## src/rtl/digital_tube_pkg.sv

```systemverilog
// rtl/digital_tube_pkg.sv - register offsets and segment patterns for the digit tube scanner
package digital_tube_pkg;

    localparam logic [3:0] OFF_DATA0 = 4'h0;
    localparam logic [3:0] OFF_DATA1 = 4'h2;
    localparam logic [3:0] OFF_DATA2 = 4'h4;
    localparam logic [3:0] OFF_DATA3 = 4'h6;
    localparam logic [3:0] OFF_MASK  = 4'h8;
    localparam logic [3:0] OFF_DP    = 4'hA;
    localparam logic [3:0] OFF_BLINK = 4'hC;
    localparam logic [3:0] OFF_CTRL  = 4'hE;

    localparam logic [7:0] SEG_BLANK = 8'hFF;

    // Active-low a..g, segment a in bit 6; entry 15 is the leftmost chunk.
    localparam logic [15:0][6:0] SEG_TABLE = {
        7'b0111000, 7'b0110000, 7'b1000010, 7'b0110001,
        7'b1100000, 7'b0001000, 7'b0000100, 7'b0000000,
        7'b0001111, 7'b0100000, 7'b0100100, 7'b1001100,
        7'b0000110, 7'b0010010, 7'b1001111, 7'b0000001
    };

endpackage

```

## src/rtl/seg7_decoder.sv

```systemverilog
// rtl/seg7_decoder.sv - hex nibble to active-low seven-segment pattern
module seg7_decoder
    import digital_tube_pkg::*;
(
    input  logic [3:0] nibble,
    output logic [6:0] segments
);

    assign segments = SEG_TABLE[nibble];

endmodule

```

## src/rtl/digital_tube_scanner.sv

```systemverilog
// rtl/digital_tube_scanner.sv - memory-mapped multiplexed 7-segment scanner; blink via DIGITAL_TUBE_BLINK_EN
module digital_tube_scanner
    import digital_tube_pkg::*;
#(
    parameter int DIGITS      = 8,
    parameter int CLK_DIV     = 26,
    parameter int BLINK_STEPS = 256
) (
    input  logic              clock,
    input  logic              reset,
    input  logic              digitalTubeCtrl,
    input  logic              write_enable,
    input  logic              read_enable,
    input  logic [3:0]        address,
    input  logic [15:0]       write_data_in,
    output logic [15:0]       read_data_out,
    output logic [DIGITS-1:0] enable,
    output logic [7:0]        value
);

    localparam int WORDS = DIGITS / 4;
    localparam int IDX_W = $clog2(DIGITS);

    logic [DIGITS*4-1:0] data_q;
    logic [DIGITS-1:0]   mask_q;
    logic [DIGITS-1:0]   dp_q;
    logic [DIGITS-1:0]   blink_q;
    logic                blank_q;
    logic                blink_off;

    logic [15:0]         presc_q;
    logic [IDX_W-1:0]    idx_q;
    logic                step;

    logic                wr;
    logic                rd;
    logic [2:0]          word;
    logic [15:0]         rd_word;
    logic                unused_addr_lsb;

    logic [3:0]          cur_nib;
    logic [6:0]          cur_seg;
    logic                lit;

    assign wr              = digitalTubeCtrl & write_enable;
    assign rd              = digitalTubeCtrl & read_enable;
    assign word            = address[3:1];
    assign unused_addr_lsb = address[0];

    always_ff @(posedge clock or posedge reset) begin
        if (reset) begin
            data_q  <= '0;
            mask_q  <= '0;
            dp_q    <= '0;
            blank_q <= 1'b0;
        end else if (wr) begin
            for (int k = 0; k < WORDS; k++) begin
                if (word == 3'(k)) data_q[k*16 +: 16] <= write_data_in;
            end
            if (word == OFF_MASK[3:1]) mask_q  <= write_data_in[DIGITS-1:0];
            if (word == OFF_DP[3:1])   dp_q    <= write_data_in[DIGITS-1:0];
            if (word == OFF_CTRL[3:1]) blank_q <= write_data_in[0];
        end
    end

    always_comb begin
        rd_word = '0;
        for (int k = 0; k < WORDS; k++) begin
            if (word == 3'(k)) rd_word = data_q[k*16 +: 16];
        end
        if (word == OFF_MASK[3:1])  rd_word[DIGITS-1:0] = mask_q;
        if (word == OFF_DP[3:1])    rd_word[DIGITS-1:0] = dp_q;
        if (word == OFF_BLINK[3:1]) rd_word[DIGITS-1:0] = blink_q;
        if (word == OFF_CTRL[3:1])  rd_word[0]          = blank_q;
    end

    // Nonblocking load gives old-value semantics on a same-cycle read/write hit.
    always_ff @(posedge clock or posedge reset) begin
        if (reset)   read_data_out <= '0;
        else if (rd) read_data_out <= rd_word;
    end

    assign step = (presc_q == 16'(CLK_DIV - 1));

    always_ff @(posedge clock or posedge reset) begin
        if (reset) begin
            presc_q <= '0;
            idx_q   <= '0;
        end else begin
            presc_q <= step ? '0 : presc_q + 16'd1;
            if (step) idx_q <= (idx_q == IDX_W'(DIGITS - 1)) ? '0 : idx_q + 1'b1;
        end
    end

`ifdef DIGITAL_TUBE_BLINK_EN
    logic [15:0] blink_cnt_q;

    always_ff @(posedge clock or posedge reset) begin
        if (reset) begin
            blink_q     <= '0;
            blink_cnt_q <= '0;
            blink_off   <= 1'b0;
        end else begin
            if (wr && word == OFF_BLINK[3:1]) blink_q <= write_data_in[DIGITS-1:0];
            if (step) begin
                if (blink_cnt_q == 16'(BLINK_STEPS - 1)) begin
                    blink_cnt_q <= '0;
                    blink_off   <= ~blink_off;
                end else begin
                    blink_cnt_q <= blink_cnt_q + 16'd1;
                end
            end
        end
    end
`else
    assign blink_q   = '0;
    assign blink_off = 1'b0;
`endif

    assign cur_nib = data_q[idx_q*4 +: 4];

    seg7_decoder u_seg7_decoder (
        .nibble   (cur_nib),
        .segments (cur_seg)
    );

    assign lit = mask_q[idx_q] & ~blank_q & ~(blink_q[idx_q] & blink_off);

    // Outputs change only on step edges so a digit is always driven for a whole step.
    always_ff @(posedge clock or posedge reset) begin
        if (reset) begin
            enable <= '1;
            value  <= SEG_BLANK;
        end else if (step) begin
            if (lit) begin
                enable <= ~(DIGITS'(1) << idx_q);
                value  <= {cur_seg, ~dp_q[idx_q]};
            end else begin
                enable <= '1;
                value  <= SEG_BLANK;
            end
        end
    end

endmodule

```

## config.mk

```make
export PLATFORM = sky130hd
export DESIGN_NAME = digital_tube_scanner
export DESIGN_NICKNAME = d
export VERILOG_FILES = /design/src/rtl/digital_tube_pkg.sv /design/src/rtl/seg7_decoder.sv /design/src/rtl/digital_tube_scanner.sv
export SDC_FILE = /design/constraint.sdc
export NUM_CORES = 1
export LEC_CHECK = 0
export ABC_CLOCK_PERIOD_IN_PS = 3400
export CAP_MARGIN = 20
export CORE_MARGIN = 2
export CORE_UTILIZATION = 51
export DETAILED_ROUTE_END_ITERATION = 8
export PLACE_DENSITY = 0.75
export SYNTH_ARGS = -nofsm -noshare
export SYNTH_HDL_FRONTEND = slang
export SYNTH_SLANG_ARGS = --single-unit
```

## constraint.sdc

```tcl
create_clock -name clock -period 3.4 [get_ports clock]
set_input_delay 0.68 -clock clock [delete_from_list [all_inputs] [get_ports clock]]
set_output_delay 0.68 -clock clock [all_outputs]
set_load 0.05 [all_outputs]
```

Word level (Yosys, flattened, before mapping)
Memory sizes are Yosys's and may differ from the RTL's.
Index checks and enable logic that the tools add are counted.
{"block": "classes", "addsub": 2, "order_cmp": 2, "n_eq_ne": 7, "shifts": 2, "mux": 15, "bitwise": 6, "reduce_logical": 6}
{"cell": "16-bit 2-to-1 mux", "count": 3}
{"cell": "8-bit 2-to-1 mux", "count": 5}
{"cell": "32-bit by 6-bit variable part select with 4-bit output", "count": 1}
{"cell": "16-bit by 1-bit adder with 16-bit output (second input constant)", "count": 1}
{"cell": "16-bit by 5-bit == test with 1-bit output (second input constant)", "count": 1}
{"cell": "3-bit == test (second input constant)", "count": 5}
{"cell": "2-bit AND reduction", "count": 5}
{"cell": "8-bit NOT", "count": 1}
{"cell": "1-bit by 3-bit << shifter with 8-bit output (first input constant)", "count": 1}
{"cell": "7-bit 2-to-1 mux", "count": 1}
{"cell": "1-bit binary-select mux with 3-bit select", "count": 2}
{"cell": "4-bit by 5-bit less-than comparator with 1-bit output (second input constant)", "count": 1}
{"cell": "3-bit by 4-bit less-than comparator with 1-bit output (second input constant)", "count": 1}
{"cell": "3-bit by 1-bit adder with 3-bit output (second input constant)", "count": 1}
{"cell": "1-bit bitwise AND", "count": 3}
{"cell": "3-bit by 1-bit == test with 1-bit output (second input constant)", "count": 1}
{"cell": "3-bit zero test", "count": 1}
{"cell": "1-bit 2-to-1 mux", "count": 3}
{"cell": "3-bit 2-to-1 mux", "count": 1}
{"cell": "1-bit NOT", "count": 2}
{"block": "word_totals", "ff_bits": 100, "mem_bits_ro": 112, "inputBits": 25, "out_inout_bits": 32, "wordCells": 51, "n_memories": 1}
{"name": "(name not given)", "depth": 16, "width": 7, "read_ports": 1, "rd_clocked_by_memory_dff": 0, "write_ports": 0, "line_no": "seg7_decoder.sv:9", "rtl": "assign segments = SEG_TABLE[nibble];"}

Logic depth before layout (Yosys ltp)
Gate-level depths: netlist of run 1.
{"block": "depth", "ltp_word": 7, "ltp_mapped": 9, "mapped_depth_nobuf": 8}

Hierarchy
Synthesis of run 1 repeated with hierarchy kept, for this count alone.
{"block": "unflattened", "hier_cells": 404, "area_unflattened_um2": 5267.6}
{"mod": "digital_tube_scanner", "instances": 1, "cells_per_inst": 372, "area_each_um2": 4993.5, "seq_area_each_um2": 2522.4}
{"mod": "seg7_decoder", "instances": 1, "cells_per_inst": 32, "area_each_um2": 274.0, "seq_area_each_um2": 0.0}

Least setup slack after synthesis of run 1
Ideal clock, no wire load.
{"block": "synth_path", "kind": "register to register", "startpoint": "reg idx_q[2]", "endpoint": "reg value[4]", "setup_time_ns": 0.092, "t_arrival_ns": 2.236, "t_required_ns": 3.308, "path_slack_ns": 1.072, "path_stages_with_launch": 9, "n_path_buf": 1, "period_less_slack_ns": 2.328, "path_cell_list": "dfrtp_1 -> buf_6 -> mux4_2 -> mux2i_2 -> inv_1 -> ha_1 -> mux2_1 -> mux2i_1 -> a21oi_1"}
{"block": "synth_between", "elab_chain_cells": 4, "word_cells_on_any_way": 7, "cone_classes": "shift (1); mux (4); bitwise (1); memory (1)"}
{"item": "start, declared", "line_no": "digital_tube_scanner.sv:32", "rtl": "logic [IDX_W-1:0] idx_q;"}
{"item": "start signal, assigned", "line_no": "digital_tube_scanner.sv:91", "rtl": "if (step) idx_q <= (idx_q == IDX_W'(DIGITS - 1)) ? '0 : idx_q + 1'b1;"}
{"item": "32-bit by 6-bit variable part select with 4-bit output or 1-bit binary-select mux with 3-bit select (tied branches)", "line_no": "digital_tube_scanner.sv:120, digital_tube_scanner.sv:127"}
{"item": "memory 16 x 7 bit or 1-bit 2-to-1 mux (tied branches)"}
{"item": "7-bit 2-to-1 mux (implied by the code) or 1-bit bitwise AND (tied branches)", "line_no": "seg7_decoder.sv:9, digital_tube_scanner.sv:127"}
{"item": "8-bit 2-to-1 mux *", "line_no": "digital_tube_scanner.sv:135", "rtl": "if (lit) begin"}
{"item": "end signal, assigned", "line_no": "digital_tube_scanner.sv:137", "rtl": "value <= {cur_seg, ~dp_q[idx_q]};"}
{"item": "end, declared", "line_no": "digital_tube_scanner.sv:18", "rtl": "output logic [7:0] value"}
Mark *: on every way between the ends. The rest lies on a longest branch, timed or not. The select of a mux whose other input is x is not followed.
A chain may end at the register's enable or synchronous reset.

Worst setup path in the final report of run 1
{"block": "layout_path", "startpoint": "reg idx_q[2]", "endpoint": "reg value[7]"}
The elaborated chain is that of the path after synthesis.

==> key figures, run 1 <==
Synthesis
  • Yosys warns: 0
  • Syn_area_per_cell: between 10 and 15 um2
  • Cell taking the most area after synthesis: dfrtp_1
  • Cells after Synth: 376
  • Synthesized net count: between 400 and 500
  • Top-area cell type share of the netlist area: 0.434
  • Primary FF master, synth: dfrtp_1
  • Synthesized cell area: between 4000 and 5000 um2
  • Synth top area cells: dfrtp_1 (43%), mux2_1 (9.5%), dfstp_2 (8.7%)
  • Yosys cell types: between 40 and 50
  • Register area share after synthesis: 0.521
  • Post-synth EDFFs: 0
  • Post-synthesis async set-or-reset flop share: 1.00
  • Synthesis-stage register bit count: 100

Placement
  • Placed Cells: about 560
  • Port Buf Inserts: 55
  • Place WS: 627 ps
  • Post-DP HPWL: around 7700 um
  • Gpl congestion: between 0.8 and 0.9

Critical path
  • Crit path largest cell delay: 580 ps
  • Critical Path AT: between 2000 and 3000 ps
  • Flop2flop setup slack: roughly 770 ps
  • Worst path buffer plus inverter count: 3
  • Reg-to-Reg Start: idx_q[2]
  • CP most frequent cell: inv_1
  • Reg2reg end: value[7]
  • Critical path's slowest cell: dfrtp_1
  • CP top delay family: multiplexers
  • Critical path peak fanout: 8
  • Critical path class: reg2reg
  • Worst Path Required: around 3700 ps
  • Reg2Reg Depth: 8
  • Critical Path Source Type: flip-flop
  • Crit path cell chain: buf_4, mux4_2, mux2_2, inv_1, ha_1, inv_1, o31a_1, a21oi_1
  • Crit end category: flip-flop

Power
  • Switching power: between 900 and 1000 uW
  • Comb power frac: 0.252
  • PwrDens: around 520 nW/um2
  • Sequential share of power: 0.505
  • Switching portion of total power: 0.326
  • PnR Total Power: approximately 3000 uW
  • Pleak: 0.00252 uW
  • Peak supply drop: 0.388 mV
  • P_int: 2030 uW
  • Clock power share: 0.243

Floorplan
  • Initial Util: 0.524
  • I/O pin cnt: 57
  • Die width: between 100 and 150 um
  • Die area: around 10000 um2
  • Core area: between 9000 and 10000 um2
  • Row cnt: 35
  • Chip height: approximately 100 um

Cells and area
  • ANT cells: 0
  • Number of cells in the finished layout apart from fillers: ~580
  • Nets: approximately 480
  • Fillers: 740
  • Layout cells sized above 1: 0.192
  • Synth-to-layout area growth: 19.6%

Timing
  • Final setup fails: 0
  • Max-slew headroom: 0.522
  • RSZ-0062 raised after global routing: no
  • Achievable Freq: approximately 380 MHz
  • Period utilization: 0.774
  • Min cycle time layout: between 2000 and 3000 ps
  • Worst setup slack after layout: 770 ps
  • Final TNS setup: 0 ps
  • Worst slew pin tran: approximately 720 ps
  • Hold Violations, Final: 0
  • Pins Over Slew Limit: 0
  • Clock Skew: 20.4 ps

CTS
  • # hold bufs at CTS: 0
  • Htree depth: 3
  • CTS tree: yes
  • Clk_lat worst skew: 370 ps
  • Worst-path clk slew: ~90 ps
  • Num CTS Buffers: 9
  • # Post-CTS Setup Buffers: 0
  • Sink Count: 100
  • Clock Root Buffer: clkbuf_8
  • CTS-repair resized insts: 0
  • Bufs on Longest Clock Path: 2

Global route
  • Global-route wire length before repair: approximately 17000 um
  • Total gr overflow: 0
  • Initial antenna violation count: 0
  • Vias in the first global route: between 3000 and 4000
  • Tot GR Track Use: 0.225
  • Largest net degree at the start of global routing: 47

Route
  • Met1 wire length: 4690 um
  • Top Metal Used: met4
  • Met2 wirelength from detailed routing: 5350 um
  • Remaining DRCs: 0
  • Drt total wl: 10500 um
  • Via count: 3221
  • Met3 WL: 348 um
  • Routed Antenna Nets: 0
  • Drt first pass iters: 4
  • WL/cell: 18.2 um
  • Via density: around 5.6
  • DRT iter0 DRCs: approximately 180

Worst hold path
  • Hold EP: presc_q[15]
  • Hold-critical path depth: 1
  • Min-delay worst type: reg2reg
  • Hold_sp: presc_q[15]

Run status
  • Status: finished clean

Run
  • Max cap viols: 0
-- final cells by class --
class                      count  area [um2]  area share
clock buffer                  10         138      0.0238
tap                          129         161      0.0279
multi-input combinational    252        2200       0.380
clock inverter                 6        52.6     0.00908
timing repair buffer          71         683       0.118
inverter                       9        35.0     0.00605
sequential                   100        2520       0.436
-- cells by family (layout without fill, tap and decap cells) --
family | count (synthesis) | count (layout) | share of synthesized area
DFF | 100 | 100 | 0.521
adders and majority gates | 14 | 14 | 0.0362
and+or+nand+nor | 87 | 87 | 0.0820
muxes | 82 | 82 | 0.235
buffers and inverters | 24 | 96 | 0.0246
AOI/OAI and AO/OA | 55 | 55 | 0.0755
xor gates and xnor gates | 14 | 14 | 0.0253
-- power groups by stage --
stage	logic, uW	registers [uW]	clock network (uW)
2_1_floorplan	384	1650	0
3_3_place_gp	742	1530	0
3_5_place_dp	760	1550	0
4_1_cts	766	1520	750
5_1_grt	821	1540	800
6_report	760	1520	732
-- metal layers --
layer,global-route usage,up-vias
li1,-,1501
met1,0.299,1639
met2,0.383,72
met3,0.0428,9
met4,0.0634,0
met5,0,-
-- through the flow --
stage	area, um2	utilization	hold WS [ps]
2_1_floorplan	4840	-	443
3_3_place_gp	5600	0.606	461
3_5_place_dp	5600	0.606	459
4_1_cts	5790	0.627	481
5_1_grt	5790	0.627	518
6_report	5790	0.627	480
-- synth_stat cells, drive strengths merged, types with 2 or more instances --
cell    number
dfrtp       84
mux2        51
nor2        33
nand2       25
mux4        18
dfstp       16
a21oi       14
ha          14
mux2i       13
o21ai       12
a22oi       11
buf         11
inv          9
a22o         8
nand3        7
xnor2        7
xor2         7
nor3         5
and3         4
clkbuf       4
a31oi        3
nand4        3
nand2b       2
nor2b        2
o22a         2
or3          2
-- sequential cells by signal, indices dropped and copies added, names as in the netlist --
name and count:
dp_q 8, data_q 32, enable 8, mask_q 8, blank_q 1, idx_q 3
read_data_out 16, value 8, presc_q 16
-- worst max path at each step --
stage | from | to | slack (ps) | cells past startpoint
after floorplan | reset | blank_q | 130 | 1
after global placement | address[1] | data_q[21] | 660 | 7
after detailed placement | address[1] | data_q[21] | 630 | 7
after CTS | idx_q[2] | value[4] | 780 | 7
after global routing | idx_q[2] | value[4] | 590 | 9
final | idx_q[2] | value[7] | 770 | 8
-- placed cells by master, fill, tap and decap left out, types with 8 or more instances in the layout --
cell type,netlist,routed
o21ai_0,11,11
ha_1,14,14
buf_4,1,15
mux2_2,10,10
a21oi_1,14,14
nor2_1,33,33
mux2i_1,10,10
mux2_1,41,41
dfrtp_1,84,84
a22oi_1,11,11
mux4_2,18,18
a22o_1,8,8
clkdlybuf4s50_1,0,55
dfstp_2,16,16
clkbuf_8,0,10
nand2_1,25,25
Note: power is estimated with default switching activity, not from simulation.
==> run 2: changes to the inputs <==
--- a/config.mk
+++ b/config.mk
@@ -5,12 +5,12 @@
 export SDC_FILE = /design/constraint.sdc
 export NUM_CORES = 1
 export LEC_CHECK = 0
-export ABC_CLOCK_PERIOD_IN_PS = 3400
+export ABC_CLOCK_PERIOD_IN_PS = 2640
 export CAP_MARGIN = 20
 export CORE_MARGIN = 2
-export CORE_UTILIZATION = 51
+export CORE_UTILIZATION = 56
 export DETAILED_ROUTE_END_ITERATION = 8
-export PLACE_DENSITY = 0.75
+export PLACE_DENSITY = 0.78
 export SYNTH_ARGS = -nofsm -noshare
 export SYNTH_HDL_FRONTEND = slang
 export SYNTH_SLANG_ARGS = --single-unit
==> constraint.sdc (replaced) <==
create_clock -name clock -period 2.64 [get_ports clock]
set_input_delay 0.528 -clock clock [delete_from_list [all_inputs] [get_ports clock]]
set_output_delay 0.528 -clock clock [all_outputs]
set_load 0.05 [all_outputs]
==> run 2 against run 1 <==
Effect of this change: global-route usage up 0.26 points; combinational power grew 31%; highest routed layer unchanged; fmax is 9.6% higher; register-to-register slack got worse by 530 ps; clock-buffer cell count did not move; final area is 0.91% higher; first-iteration DRC count shrank 12%.
==> key figures, run 2 (synthesized netlist as in run 1, its figures left out) <==
Placement
  • Port Buf Inserts: between 50 and 60
  • Placed Cells: 540
  • Gpl congestion: between 0.8 and 0.9
  • Post-DP HPWL: roughly 7400 um
  • Place WS: ~110 ps

Floorplan
  • Die area: approximately 9400 um2
  • Die width: 97.0 um
  • Row cnt: 33
  • Chip height: approximately 97 um
  • Core area: roughly 8300 um2
  • Initial Util: 0.583
  • I/O pin cnt: between 50 and 60

CTS
  • # Post-CTS Setup Buffers: 0
  • Htree depth: 3
  • CTS tree: yes
  • Clk_lat worst skew: 360 ps
  • Sink Count: 100
  • Bufs on Longest Clock Path: 2
  • Num CTS Buffers: 9
  • # hold bufs at CTS: 0
  • Clock Root Buffer: clkbuf_8
  • Worst-path clk slew: ~110 ps

Timing
  • RSZ-0062 raised after global routing: no
  • Min cycle time layout: ~2400 ps
  • Hold Violations, Final: 0
  • Final setup fails: 0
  • Max-slew headroom: 0.656
  • Final TNS setup: 0 ps
  • WHS: between 400 and 500 ps
  • Pins Over Slew Limit: 0
  • Period utilization: 0.909
  • Clock Skew: ~13 ps
  • Worst setup slack after layout: between 200 and 250 ps
  • Achievable Freq: about 420 MHz
  • Worst slew pin tran: 514 ps

Power
  • Clock power share: 0.258
  • Switching power: between 1000 and 1500 uW
  • Switching portion of total power: 0.316
  • Pleak: 0.00254 uW
  • Peak supply drop: roughly 0.41 mV
  • Comb power frac: 0.250
  • Sequential share of power: 0.492
  • PwrDens: between 600 and 700 nW/um2
  • P_int: ~2700 uW

Route
  • DRT iter0 DRCs: about 160
  • Drt total wl: 10200 um
  • Via density: 5.88
  • Remaining DRCs: 0
  • Via count: approximately 3300
  • Routed Antenna Nets: 0
  • WL/cell: 18.4 um
  • Drt first pass iters: 4

Cells and area
  • Fillers: approximately 600
  • Most common cell after layout, fill and taps aside: dfrtp_1
  • Most flop-heavy register: data_q
  • Number of cells in the finished layout apart from fillers: roughly 560
  • ANT cells: 0
  • Nets: between 400 and 500
  • Regs by FF count: data_q (32), presc_q (16), read_data_out (16)
  • Most frequent cells in the layout: dfrtp_1 (83), clkdlybuf4s50_1 (55), mux2_1 (41)
  • Layout cells sized above 1: 0.200
  • Area of the multi-input gates: 2200 um2
  • Max reg flops: 32
  • FF+latch area: approximately 2500 um2
  • Synth-to-layout area growth: 20.7%

Critical path
  • Critical Path Source Type: flip-flop
  • Crit end category: flip-flop
  • CP top delay family: multiplexers
  • Worst path buffer plus inverter count: 2
  • Critical path peak fanout: 10
  • Critical path class: reg2reg
  • Crit path cell chain: mux4_2, mux2_2, inv_1, ha_1, inv_1, o31a_1, a21oi_1
  • Worst Path Required: 2930 ps
  • Crit path largest cell delay: ~560 ps
  • CP most frequent cell: inv_1
  • Critical Path AT: 2690 ps
  • Critical path's slowest cell: dfrtp_2

Run
  • Max cap viols: 0

Worst hold path
  • Min-delay worst type: in2async

Run status
  • Status: finished clean

Global route
  • Global-route wire length before repair: between 15000 and 20000 um
  • Largest net degree at the start of global routing: 50
  • Initial antenna violation count: 0
  • Total gr overflow: 0
  • Vias in the first global route: 3390
  • Tot GR Track Use: 0.228
[run 2: area by class of cell]
class / count / area share
clock buffers: 10 / 0.0236
clock inverters: 6 / 0.0122
inverters: 9 / 0.00642
multi-input cells: 252 / 0.376
flip-flops and latches: 100 / 0.432
well taps: 105 / 0.0225
repair buffers: 74 / 0.127
[run 2: timing repair]
item                                    4_1_cts  5_1_grt
endpoints found under the hold margin         0        0
endpoints found under the setup margin        0        3
resized for setup                             0        1
[run 2: path summary, 6_finish.rpt]
path                             start               end  slack [ps]  cells past startpoint
setup / recovery              idx_q[2]          value[7]         240                      7
hold / removal                   reset  read_data_out[8]         450                      2
setup reg to reg              idx_q[2]          value[7]         240                      7
hold reg to reg            presc_q[15]       presc_q[15]         490                      1
max in group asynchronous        reset          value[6]        1590                      3
min in group clock         presc_q[15]       presc_q[15]         490                      1
[run 2: layer usage]
layer  track usage  wire length [um]
met5             0                 0
met4        0.0878               240
met3        0.0325               376
met2         0.372              5000
met1         0.312              4610
[run 2: power by group through the flow]
stage / sequential [uW] / combinational (uW) / clock [uW]
final: 1960 / 992 / 1030
after detailed placement: 1990 / 992 / 0
after floorplan: 2130 / 495 / 0
after global placement: 1970 / 967 / 0
after global routing: 1990 / 1060 / 1120
after CTS: 1950 / 999 / 1030
[run 2: metrics by stage]
step           utilization  power (uW)  cell area [um2]
3_5_place_dp         0.679        2980             5630
2_1_floorplan            -        2620             4840
6_report             0.704        3980             5840
4_1_cts              0.704        3980             5840
5_1_grt              0.704        4170             5840
3_3_place_gp         0.679        2940             5630
